`src/rtl/calc_pkg.sv`:
```
// calc_pkg: shared constants for the calculator entry path.
// Key codes, one-hot state encoding, display constants.
package calc_pkg;

  localparam logic [7:0] KEY_ADD = 8'hF0;
  localparam logic [7:0] KEY_SUB = 8'hF1;
  localparam logic [7:0] KEY_MUL = 8'hF2;
  localparam logic [7:0] KEY_DIV = 8'hF3;
  localparam logic [7:0] KEY_EQU = 8'hE0;
  localparam logic [7:0] KEY_CLR = 8'hC0;

  localparam int N_ST   = 9;
  localparam int S_IDLE = 0;
  localparam int S_A1   = 1;
  localparam int S_A0   = 2;
  localparam int S_OP   = 3;
  localparam int S_B1   = 4;
  localparam int S_B0   = 5;
  localparam int S_CALC = 6;
  localparam int S_SHOW = 7;
  localparam int S_ERR  = 8;

  localparam logic [8:0] ST_IDLE = 9'b0_0000_0001;
  localparam logic [8:0] ST_A1   = 9'b0_0000_0010;
  localparam logic [8:0] ST_A0   = 9'b0_0000_0100;
  localparam logic [8:0] ST_OP   = 9'b0_0000_1000;
  localparam logic [8:0] ST_B1   = 9'b0_0001_0000;
  localparam logic [8:0] ST_B0   = 9'b0_0010_0000;
  localparam logic [8:0] ST_CALC = 9'b0_0100_0000;
  localparam logic [8:0] ST_SHOW = 9'b0_1000_0000;
  localparam logic [8:0] ST_ERR  = 9'b1_0000_0000;

  localparam logic [15:0] DISP_ERR = 16'h9404;

  typedef enum logic [2:0] {
    KC_NONE,
    KC_DIGIT,
    KC_OPER,
    KC_EQU,
    KC_CLR
  } key_class_e;

  typedef struct packed {
    logic [3:0] a1;
    logic [3:0] a0;
    logic [3:0] b1;
    logic [3:0] b0;
  } opnd_t;

  function automatic key_class_e key_class(
    input logic [7:0] c
  );
    key_class_e k;
    k = KC_NONE;
    if (c[7:4] == 4'h0 && c[3:0] <= 4'd9)
      k = KC_DIGIT;
    else if (c == KEY_ADD || c == KEY_SUB ||
             c == KEY_MUL || c == KEY_DIV)
      k = KC_OPER;
    else if (c == KEY_EQU)
      k = KC_EQU;
    else if (c == KEY_CLR)
      k = KC_CLR;
    return k;
  endfunction

endpackage

```
`src/rtl/calc_entry_sequencer_if.sv`:
```
// calc_entry_sequencer_if: keypad, datapath and display bundle.
// master = sequencer side, slave = keypad/datapath/display side.
interface calc_entry_sequencer_if;

  logic        key_pressed;
  logic [7:0]  key_code;
  logic        calc_done;
  logic [15:0] calc_bcd;
  logic [3:0]  opnd_a1;
  logic [3:0]  opnd_a0;
  logic [3:0]  opnd_b1;
  logic [3:0]  opnd_b0;
  logic [7:0]  opcode;
  logic        calc_start;
  logic [15:0] disp_digit;
  logic [3:0]  disp_blank;
  logic        error;

  modport master (
    input  key_pressed,
    input  key_code,
    input  calc_done,
    input  calc_bcd,
    output opnd_a1,
    output opnd_a0,
    output opnd_b1,
    output opnd_b0,
    output opcode,
    output calc_start,
    output disp_digit,
    output disp_blank,
    output error
  );

  modport slave (
    output key_pressed,
    output key_code,
    output calc_done,
    output calc_bcd,
    input  opnd_a1,
    input  opnd_a0,
    input  opnd_b1,
    input  opnd_b0,
    input  opcode,
    input  calc_start,
    input  disp_digit,
    input  disp_blank,
    input  error
  );

endinterface

```
`src/rtl/key_strobe_sync.sv`:
```
// key_strobe_sync: brings the async keypad level into clk
// and turns each rising edge into a one-cycle strobe.
module key_strobe_sync #(
  parameter int SYNC_STAGES = 2
) (
  input  logic clk,
  input  logic rst,
  input  logic key_pressed,
  output logic key_stb
);

  logic [SYNC_STAGES-1:0] sync;
  logic                   prev;
  logic                   lvl;

  assign lvl = sync[SYNC_STAGES-1];

  // synchronizer chain plus one delay flop for edge detect
  always_ff @(posedge clk) begin
    if (rst) begin
      sync <= '0;
      prev <= 1'b0;
    end else begin
      sync <= {sync[SYNC_STAGES-2:0], key_pressed};
      prev <= lvl;
    end
  end

  assign key_stb = lvl & ~prev;

endmodule

```
`src/rtl/calc_entry_sequencer.sv`:
```
// calc_entry_sequencer: operand/operator entry FSM, calc
// handshake with timeout, and four-digit display mux.
module calc_entry_sequencer
  import calc_pkg::*;
#(
  parameter int SYNC_STAGES  = 2,
  parameter int CALC_TIMEOUT = 64
) (
  input logic                   clk,
  input logic                   rst,
  calc_entry_sequencer_if.master bus
);

  localparam int CW = $clog2(CALC_TIMEOUT + 1);
  localparam logic [CW-1:0] TMO = CW'(CALC_TIMEOUT);

  logic            key_stb;
  key_class_e      cls;
  logic [3:0]      dig;
  logic            dig_k;
  logic            op_k;
  logic            equ_k;
  logic            clr_k;

  logic [N_ST-1:0] state;
  logic [N_ST-1:0] nxt_state;
  opnd_t           opnd;
  opnd_t           nxt_opnd;
  logic [7:0]      opc;
  logic [7:0]      nxt_opc;
  logic [15:0]     res;
  logic [15:0]     nxt_res;
  logic [CW-1:0]   cnt;
  logic [CW-1:0]   nxt_cnt;
  logic            start_q;
  logic            nxt_start;

  logic [15:0]     disp_d;
  logic [15:0]     disp_q;
  logic [3:0]      blank_d;
  logic [3:0]      blank_q;
  logic            err_q;

  key_strobe_sync #(
    .SYNC_STAGES(SYNC_STAGES)
  ) u_sync (
    .clk        (clk),
    .rst        (rst),
    .key_pressed(bus.key_pressed),
    .key_stb    (key_stb)
  );

  assign cls   = key_class(bus.key_code);
  assign dig   = bus.key_code[3:0];
  assign dig_k = key_stb && (cls == KC_DIGIT);
  assign op_k  = key_stb && (cls == KC_OPER);
  assign equ_k = key_stb && (cls == KC_EQU);
  assign clr_k = key_stb && (cls == KC_CLR);

  // next state, operand latches, result latch and timeout count
  always_comb begin
    nxt_state = state;
    nxt_opnd  = opnd;
    nxt_opc   = opc;
    nxt_res   = res;
    nxt_cnt   = cnt;
    nxt_start = 1'b0;
    unique case (1'b1)
      state[S_IDLE]:
        if (dig_k) begin
          nxt_state   = ST_A1;
          nxt_opnd.a1 = dig;
        end
      state[S_A1]:
        if (dig_k) begin
          nxt_state   = ST_A0;
          nxt_opnd.a0 = dig;
        end
      state[S_A0]:
        if (op_k) begin
          nxt_state = ST_OP;
          nxt_opc   = bus.key_code;
        end
      state[S_OP]:
        if (dig_k) begin
          nxt_state   = ST_B1;
          nxt_opnd.b1 = dig;
        end
      state[S_B1]:
        if (dig_k) begin
          nxt_state   = ST_B0;
          nxt_opnd.b0 = dig;
        end
      state[S_B0]:
        if (equ_k) begin
          nxt_state = ST_CALC;
          nxt_start = 1'b1;
          nxt_cnt   = '0;
        end
      state[S_CALC]:
        if (bus.calc_done) begin
          nxt_state = ST_SHOW;
          nxt_res   = bus.calc_bcd;
        end else if (cnt == TMO) begin
          nxt_state = ST_ERR;
        end else begin
          nxt_cnt = cnt + 1'b1;
        end
      state[S_SHOW]:
        if (dig_k) begin
          nxt_state   = ST_A1;
          nxt_opnd    = '0;
          nxt_opnd.a1 = dig;
        end
      state[S_ERR]:
        nxt_state = ST_ERR;
      default:
        nxt_state = ST_IDLE;
    endcase
    if (clr_k) begin
      nxt_state = ST_IDLE;
      nxt_opnd  = '0;
      nxt_opc   = '0;
      nxt_res   = '0;
      nxt_cnt   = '0;
      nxt_start = 1'b0;
    end
  end

  // state and datapath registers
  always_ff @(posedge clk) begin
    if (rst) begin
      state   <= ST_IDLE;
      opnd    <= '0;
      opc     <= '0;
      res     <= '0;
      cnt     <= '0;
      start_q <= 1'b0;
    end else begin
      state   <= nxt_state;
      opnd    <= nxt_opnd;
      opc     <= nxt_opc;
      res     <= nxt_res;
      cnt     <= nxt_cnt;
      start_q <= nxt_start;
    end
  end

  // display content per state; d3 shows entry progress
  always_comb begin
    disp_d  = 16'h0000;
    blank_d = 4'b0111;
    unique case (1'b1)
      state[S_IDLE]: begin
        disp_d  = 16'h0000;
        blank_d = 4'b0111;
      end
      state[S_A1]: begin
        disp_d  = {4'd1, 8'h00, opnd.a1};
        blank_d = 4'b0110;
      end
      state[S_A0]: begin
        disp_d  = {4'd2, 4'd0, opnd.a1, opnd.a0};
        blank_d = 4'b0100;
      end
      state[S_OP]: begin
        disp_d  = 16'h3000;
        blank_d = 4'b0111;
      end
      state[S_B1]: begin
        disp_d  = {4'd3, 8'h00, opnd.b1};
        blank_d = 4'b0110;
      end
      state[S_B0], state[S_CALC]: begin
        disp_d  = {4'd4, 4'd0, opnd.b1, opnd.b0};
        blank_d = 4'b0100;
      end
      state[S_SHOW]: begin
        disp_d  = res;
        blank_d = 4'b0000;
      end
      state[S_ERR]: begin
        disp_d  = DISP_ERR;
        blank_d = 4'b0000;
      end
      default: begin
        disp_d  = 16'h0000;
        blank_d = 4'b0111;
      end
    endcase
  end

  // registered display and error outputs
  always_ff @(posedge clk) begin
    if (rst) begin
      disp_q  <= 16'h0000;
      blank_q <= 4'b0111;
      err_q   <= 1'b0;
    end else begin
      disp_q  <= disp_d;
      blank_q <= blank_d;
      err_q   <= state[S_ERR];
    end
  end

  assign bus.opnd_a1    = opnd.a1;
  assign bus.opnd_a0    = opnd.a0;
  assign bus.opnd_b1    = opnd.b1;
  assign bus.opnd_b0    = opnd.b0;
  assign bus.opcode     = opc;
  assign bus.calc_start = start_q;
  assign bus.disp_digit = disp_q;
  assign bus.disp_blank = blank_q;
  assign bus.error      = err_q;

endmodule

```
`src/flat_wrapper.sv`:
```
// flat-port wrapper written by rule: the top's interface ports become plain ports
module calc_entry_sequencer_flat import calc_pkg::*;
#(
  parameter int SYNC_STAGES  = 2,
  parameter int CALC_TIMEOUT = 64
)
  (clk, rst, bus_key_pressed, bus_key_code, bus_calc_done, bus_calc_bcd, bus_opnd_a1, bus_opnd_a0, bus_opnd_b1, bus_opnd_b0, bus_opcode, bus_calc_start, bus_disp_digit, bus_disp_blank, bus_error);
  calc_entry_sequencer_if bus_i ();
  input logic clk;
  input logic rst;
  input wire logic [$bits(bus_i.key_pressed)-1:0] bus_key_pressed;
  input wire logic [$bits(bus_i.key_code)-1:0] bus_key_code;
  input wire logic [$bits(bus_i.calc_done)-1:0] bus_calc_done;
  input wire logic [$bits(bus_i.calc_bcd)-1:0] bus_calc_bcd;
  output wire logic [$bits(bus_i.opnd_a1)-1:0] bus_opnd_a1;
  output wire logic [$bits(bus_i.opnd_a0)-1:0] bus_opnd_a0;
  output wire logic [$bits(bus_i.opnd_b1)-1:0] bus_opnd_b1;
  output wire logic [$bits(bus_i.opnd_b0)-1:0] bus_opnd_b0;
  output wire logic [$bits(bus_i.opcode)-1:0] bus_opcode;
  output wire logic [$bits(bus_i.calc_start)-1:0] bus_calc_start;
  output wire logic [$bits(bus_i.disp_digit)-1:0] bus_disp_digit;
  output wire logic [$bits(bus_i.disp_blank)-1:0] bus_disp_blank;
  output wire logic [$bits(bus_i.error)-1:0] bus_error;
  assign bus_i.key_pressed = bus_key_pressed;
  assign bus_i.key_code = bus_key_code;
  assign bus_i.calc_done = bus_calc_done;
  assign bus_i.calc_bcd = bus_calc_bcd;
  assign bus_opnd_a1 = bus_i.opnd_a1;
  assign bus_opnd_a0 = bus_i.opnd_a0;
  assign bus_opnd_b1 = bus_i.opnd_b1;
  assign bus_opnd_b0 = bus_i.opnd_b0;
  assign bus_opcode = bus_i.opcode;
  assign bus_calc_start = bus_i.calc_start;
  assign bus_disp_digit = bus_i.disp_digit;
  assign bus_disp_blank = bus_i.disp_blank;
  assign bus_error = bus_i.error;
  calc_entry_sequencer #(.SYNC_STAGES(SYNC_STAGES), .CALC_TIMEOUT(CALC_TIMEOUT)) u_core (.clk(clk), .rst(rst), .bus(bus_i));
endmodule
```
`config.mk`:
```
export PLATFORM = sky130hd
export DESIGN_NAME = calc_entry_sequencer_flat
export DESIGN_NICKNAME = d
export VERILOG_FILES = /design/src/rtl/calc_pkg.sv /design/src/rtl/calc_entry_sequencer_if.sv /design/src/rtl/key_strobe_sync.sv /design/src/rtl/calc_entry_sequencer.sv /design/src/flat_wrapper.sv
export SDC_FILE = /design/constraint.sdc
export NUM_CORES = 1
export LEC_CHECK = 0
export BUFFER_PORTS_ARGS = -buffer_cell sky130_fd_sc_hd__buf_2
export CORE_ASPECT_RATIO = 1.4
export CORE_MARGIN = 4
export CORE_UTILIZATION = 47
export DETAILED_ROUTE_END_ITERATION = 6
export PLACE_DENSITY = 0.84
export SLEW_MARGIN = 20
export SYNTH_ARGS = -nofsm -noshare
export SYNTH_HDL_FRONTEND = slang
export SYNTH_SLANG_ARGS = --single-unit
```
`constraint.sdc`:
```
create_clock -name clk -period 1.9 [get_ports clk]
set_input_delay 0.38 -clock clk [delete_from_list [all_inputs] [get_ports clk]]
set_output_delay 0.38 -clock clk [all_outputs]
set_load 0.005 [all_outputs]
```
==> impl_metrics.csv, run 1 <==
group,metric,value,unit
yosys,syn_area,3030,µm²
final_layout,area_growth,25.89,%
yosys,synth_warnings,0,
drt,vias,2859,
yosys,avgSynthCellArea,9.019,µm²
drt,drt-total-wl,7911,µm
worst_setup_path,crit_fanout,8,
sta,fmax,550.6,MHz
sta,relSlewSlack,0.4817,
yosys,yosysTopAreaCellShare,0.5285,
final_layout,final_common_cell,"dfxtp_1",
yosys,yosysTopAreaCell,"dfxtp_1",
worst_setup_path,cp_data_arrival_time,2100,ps
sta,drv_slew,0,
cts,postCtsSetupBuffers,0,
worst_setup_path,crit_type,"reg2reg",
global_routing,antenna_found_initial,0,
yosys,synthFlopType,"dfxtp_1",
sta,worst_slack,83.88,ps
drt,viasPerCell,5.811,
sta,fin_crit_sh,0.9559,
floorplan,core_area,6254,µm²
final_layout,fin_nets,445,
floorplan,chipWidth,75.87,µm
yosys,synth_edf_count,0,
global_routing,grt_pass1_wl,12480,µm
cts,numCtsBuffers,9,
sta,worst_hold_slack,249.8,ps
run_status,status,"complete, no violations",
worst_hold_path,hold_class,"in2reg",
pwr,powerDensity,858.0,nW/µm²
placement,place_congestion,0.8891,
worst_setup_path,cp_slowest_cell,"or4_4",
drt,drc_errors,0,
cts,root_buffer,"clkbuf_8",
pwr,power,3.273,mW
worst_setup_path,cp-startpoint,"u_core.cnt[0]",
placement,hpwl,5591,µm
cts,cts_tree,"yes",
floorplan,die_h,103.0,µm
drt,wire_per_inst,16.08,µm
floorplan,io_pins,74,
placement,dpl_worst_slack,-13.32,ps
global_routing,overflow,0,
global_routing,grt_pass1_vias,2722,
yosys,async_reset_ff_frac,0,
cts,cts.clk_slew.worst_paths,80,ps
cts,cts_sinks,80,
cts,htreeDepth,3,
sta,setup_viol,0,
worst_hold_path,hold_path.startpoint,"bus_key_pressed",
sta,worst_pin_slew,773.8,ps
pwr,leakagePower,1.524,nW
yosys,synth_seq_cells,80,
worst_setup_path,cp-end-kind,"register",
cts,clk_latency,340,ps
worst_setup_path,reg2reg_from,"u_core.cnt[0]",
final_layout,drive_gt1_frac,0.2881,
worst_setup_path,cp-start-kind,"register",
placement,port_buffers,72,
drt,drtIter0Drc,274,
global_routing,gr-usage-all-layers,0.2110,
sta,clock_skew,9.242,ps
global_routing,grt_max_degree,30,
yosys,yosysUniqueCellTypes,46,
drt,ant_nets,0,
yosys,syn-num-nets,366,
final_layout,antenna_cells,0,
worst_setup_path,path_cells,"inv_1, ha_2, and3_4, a211o_4, or4_4, a21oi_2",
job,cap_viol_max_count,0,
yosys,yosys-top-cells-area,"dfxtp_1 (53%), a21oi_1 (5.9%), nand2_1 (5.3%)",
yosys,synthCells,336,
sta,finalHoldViolations,0,
floorplan,dieArea,7815,µm²
floorplan,num_rows,34,
floorplan,initial_core_util,0.4846,
yosys,synth-seq-area-share,0.5285,
worst_setup_path,required,2180,ps
sta,min_period,1816,ps
pwr,ir_drop,632.3,µV
drt,first_pass_iters,5,
worst_setup_path,slowest_delay,490,ps
cts,clockBufferDepth,2,
final_layout,final_cell_mix,"dfxtp_1 (79), buf_2 (72), nand2_1 (43)",
-- cell usage after synthesis (all sizes together), types with 2 or more instances --
library cell  count
a21o              3
a21oi            36
a222oi            5
a22oi             7
a31o              2
a31oi             5
a32oi            12
and2              5
and3              4
buf               6
clkbuf           19
dfxtp            80
ha                2
inv               7
mux2i             4
nand2            43
nand3             3
nand4             4
nor2             42
nor2b             9
nor3              3
nor4              2
o2111ai           3
o21ai             3
o31ai             5
or4               6
-- routing by layer --
metal	global-route usage	wire, µm	vias to the layer above
li1	-	-	1363
met1	0.2464	2966	1314
met2	0.3463	3916	158
met3	0.05268	744	24
met4	0.1157	283	0
met5	0	0	-
-- registers in the layout, indices dropped and copies added (netlist names), 3 cells and up --
name / count
u_core.bus.opnd_a1: 4
u_core.bus.opnd_b0: 4
u_core.cnt: 7
u_core.res: 16
u_core.bus.opnd_a0: 4
u_core.bus.opnd_b1: 4
u_core.bus.opcode: 8
u_core.bus.disp_blank: 3
u_core.bus.disp_digit: 16
u_core.state: 9
-- path summary, 6_finish.rpt --
| path | end | slack, ps | depth (start not counted) |
|---|---|---|---|
| max reg2reg | u_core.cnt[3] | 80 | 6 |
| max | u_core.cnt[3] | 80 | 6 |
| min | u_core.u_sync.sync[0] | 250 | 2 |
| min reg2reg | u_core.u_sync.sync[1] | 440 | 1 |
-- critical path: cells and delay by family, from the launching register on --
| kind | cells | cell delay, ps |
|---|---|---|
| compound gates | 2 | 490 |
| fa+ha+maj | 1 | 180 |
| buf+inv | 1 | 50 |
| flops | 1 | 370 |
| simple gates | 2 | 670 |
-- logic make-up (layout without fill, tap and decap cells) --
kind of cell               Yosys count  in the layout  synth area share
muxes                                4              4           0.01321
DFF                                 80             80            0.5285
buffers and inverters               32            116           0.04666
adders and majority gates            2              2          0.008256
AOI/OAI and AO/OA                   89             89            0.2011
other                                1              1          0.001237
and+or+nand+nor                    128            128            0.2011
-- cell type report --
type / count / area [µm²]
inverters: 7 / 26.28
repair buffers: 93 / 530.5
well taps: 72 / 90.09
flip-flops and latches: 80 / 1605
fillers: 535 / 2439
clock inverters: 5 / 103.9
clock buffers: 11 / 141.4
multi-input cells: 224 / 1318
-- where the power goes --
| group | switching, mW | internal [mW] |
|---|---|---|
| combinational | 0.0582 | 0.0443 |
| sequential | 0.00151 | 1.68 |
| clock | 0.583 | 0.909 |
-- repair_timing --
action                     in CTS  in global routing
hold endpoints to repair        0                  0
resized for setup               0                  7
hold buffers                    0                  0
setup endpoints to repair       0                 15
-- stage by stage --
stage	TNS (ps)	util	instance area [µm²]	cells
2_1_floorplan	0	-	3032	336
3_3_place_gp	0	0.5656	3537	476
3_5_place_dp	-29.41	0.5656	3537	476
4_1_cts	0	0.6048	3782	492
5_1_grt	-21.21	0.6100	3815	492
6_report	0	0.6100	3815	492
Note: power is estimated with default switching activity, not from simulation.
==> run 2, diff against run 1 <==
--- a/config.mk
+++ b/config.mk
@@ -8,9 +8,10 @@
 export BUFFER_PORTS_ARGS = -buffer_cell sky130_fd_sc_hd__buf_2
 export CORE_ASPECT_RATIO = 1.4
 export CORE_MARGIN = 4
-export CORE_UTILIZATION = 47
+export CORE_UTILIZATION = 49
+export CTS_BUF_LIST = sky130_fd_sc_hd__clkbuf_8
 export DETAILED_ROUTE_END_ITERATION = 6
-export PLACE_DENSITY = 0.84
+export PLACE_DENSITY = 0.87
 export SLEW_MARGIN = 20
 export SYNTH_ARGS = -nofsm -noshare
 export SYNTH_HDL_FRONTEND = slang
==> constraint.sdc (replaced) <==
create_clock -name clk -period 1.9 [get_ports clk]
set_input_delay 0.38 -clock clk [delete_from_list [all_inputs] [get_ports clk]]
set_output_delay 0.38 -clock clk [all_outputs]
set_load 0.05 [all_outputs]
==> run 2 against run 1 <==
Maximum frequency shrank 1.1%. Highest routed layer unchanged. Register-to-register slack got worse by 20 ps. Combinational power about the same. Clock power shrank 18%. Global-route usage increased by 0.56 points. Clock skew rose by 2.2 ps. Via count grew 2.1%. Worst setup slack worse by 20 ps. Sequential power is essentially flat. Cell area is 0.92% lower. Wire length up 2.0%.
==> impl_metrics.csv, run 2 (same netlist as run 1, synthesis figures left out) <==
group,metric,value,unit
global_routing,grt_max_degree,24,
sta,relSlewSlack,0.5676,
worst_setup_path,reg2reg_from,"u_core.cnt[0]",
pwr,combPwrFrac,0.034,
worst_setup_path,cp_data_arrival_time,2120,ps
run_status,status,"complete, no violations",
pwr,internal_power,2.327,mW
job,cap_viol_max_count,0,
sta,clock_skew,11.45,ps
global_routing,overflow,0,
pwr,ir_drop,578.3,µV
worst_setup_path,crit_type,"reg2reg",
placement,postPlaceCellArea,3540,µm²
sta,fin_crit_sh,0.9662,
worst_setup_path,cp-start-kind,"register",
floorplan,io_pins,74,
final_layout,fin_nets,446,
drt,first_pass_iters,7,
drt,vias,2920,
floorplan,core_area,5946,µm²
placement,place_congestion,0.8333,
final_layout,final_common_cell,"dfxtp_1",
cts,cts_tree,"yes",
worst_hold_path,hold_path.startpoint,"bus_key_pressed",
global_routing,gr-usage-all-layers,0.2166,
cts,cts.clk_slew.worst_paths,80,ps
floorplan,die_h,101.1,µm
worst_setup_path,cp-end-kind,"register",
cts,numCtsBuffers,9,
sta,finalHoldViolations,0,
sta,setup_viol,0,
floorplan,chipWidth,74.47,µm
drt,drc_errors,0,
final_layout,final_cell_mix,"dfxtp_1 (79), buf_2 (72), nand2_1 (43)",
drt,ant_nets,0,
placement,hpwl,5597,µm
placement,port_buffers,72,
pwr,switchingPower,673.5,µW
pwr,clkPwrFrac,0.407,
sta,rsz0062_at_grt,"false",
global_routing,grt_pass1_wl,12660,µm
worst_setup_path,cp_slowest_cell,"or4_4",
global_routing,grt_pass1_vias,2756,
sta,min_period,1836,ps
floorplan,dieArea,7525,µm²
cts,root_buffer,"clkbuf_8",
worst_setup_path,path_cells,"inv_1, ha_2, and3_1, a211o_4, or4_4, a21oi_2",
worst_setup_path,crit_fanout,8,
worst_setup_path,cp-startpoint,"u_core.cnt[0]",
drt,drt-total-wl,8073,µm
drt,viasPerCell,5.947,
cts,cts_sinks,80,
pwr,seqPwrFrac,0.559,
floorplan,num_rows,33,
pwr,p_sw_frac,0.2245,
sta,fmax,544.7,MHz
worst_hold_path,hold_class,"in2reg",
drt,wire_per_inst,16.44,µm
global_routing,antenna_found_initial,0,
sta,drv_slew,0,
cts,clk_latency,350,ps
worst_hold_path,hold_end,"u_core.u_sync.sync[0]",
sta,worst_hold_slack,248.9,ps
final_layout,fin_area,3780,µm²
sta,worst_pin_slew,645.6,ps
worst_setup_path,r2r_cells,6,
cts,htreeDepth,3,
final_layout,area_growth,24.73,%
worst_setup_path,r2r-end,"u_core.cnt[3]",
worst_hold_path,hold_path_depth,2,
floorplan,initial_core_util,0.5097,
final_layout,antenna_cells,0,
worst_setup_path,worst-r2r-setup-slack,60,ps
final_layout,drive_gt1_frac,0.2898,
worst_setup_path,required,2180,ps
pwr,leakagePower,1.512,nW
worst_setup_path,slowest_delay,490,ps
pwr,powerDensity,793.8,nW/µm²
cts,clockBufferDepth,2,
final_layout,final_util,0.6357,
drt,drtIter0Drc,298,
==> run 2: cell types whose count changed in the layout (fill, tap and decap cells not counted), sizes merged <==
cell | previous run | this run
buf | 93 | 94
bufinv | 3 | 1
clkbuf | 11 | 9
clkinv | 2 | 3
clkinvlp | 0 | 1
inv | 7 | 9
==> run 2: power groups by stage <==
stage / registers (mW) / logic (mW) / clock network, mW
floorplan: 1.72 / 0.0448 / 0
global placement: 1.72 / 0.0996 / 0
detailed placement: 1.72 / 0.101 / 0
CTS: 1.68 / 0.101 / 1.24
global route: 1.68 / 0.112 / 1.31
finish: 1.68 / 0.103 / 1.22
==> run 2: worst max-delay path: cells and delay by family (launching register included) <==
| kind | cells | cell delay [ps] |
|---|---|---|
| AND/OR/NAND/NOR | 2 | 680 |
| adder cells (fa/ha/maj) | 1 | 190 |
| flip-flops | 1 | 350 |
| buffers and inverters | 1 | 40 |
| AO/OA/AOI/OAI | 2 | 510 |
==> run 2: worst max-delay path by stage <==
stage,end,cells after the start
6_report,u_core.cnt[3],6
5_1_grt,u_core.cnt[3],6
4_1_cts,u_core.cnt[3],6
3_5_place_dp,u_core.cnt[3],6
3_3_place_gp,u_core.cnt[4],6
2_1_floorplan,u_core.cnt[5],7
==> run 2: repair_timing <==
| action | CTS | global route |
|---|---|---|
| gates resized for setup | 2 | 5 |
| pin swaps | 2 | 2 |
| endpoints found under the hold margin | 0 | 0 |
| buffers inserted | 1 | 1 |
| hold buffers | 0 | 0 |
| endpoints found under the setup margin | 3 | 4 |
==> run 2: metrics by stage <==
step | worst slack (ps) | setup TNS [ps] | cells | power, mW
2_1_floorplan | 41.08 | 0 | 336 | 1.764
3_3_place_gp | 64.08 | 0 | 473 | 1.818
3_5_place_dp | -38.96 | -93.78 | 473 | 1.820
4_1_cts | 3.977 | 0 | 490 | 3.018
5_1_grt | 3.890 | 0 | 491 | 3.102
6_report | 64.27 | 0 | 491 | 3.000
==> run 2: final cells by class <==
type	instances	area (µm²)
Inverter	7	26.28
Clock inverter	7	72.57
Multi-Input combinational cell	224	1314
Sequential cell	80	1605
Clock buffer	9	123.9
Timing Repair Buffer	94	550.5
Tap cell	70	87.58
Fill cell	507	2166
==> run 2: routing by layer <==
metal | vias up | track usage | part of all wire
met5 | - | 0 | 0
met4 | 0 | 0.1137 | 0.028
met3 | 27 | 0.05589 | 0.084
met2 | 156 | 0.3541 | 0.50
met1 | 1366 | 0.2555 | 0.38
li1 | 1371 | - | -
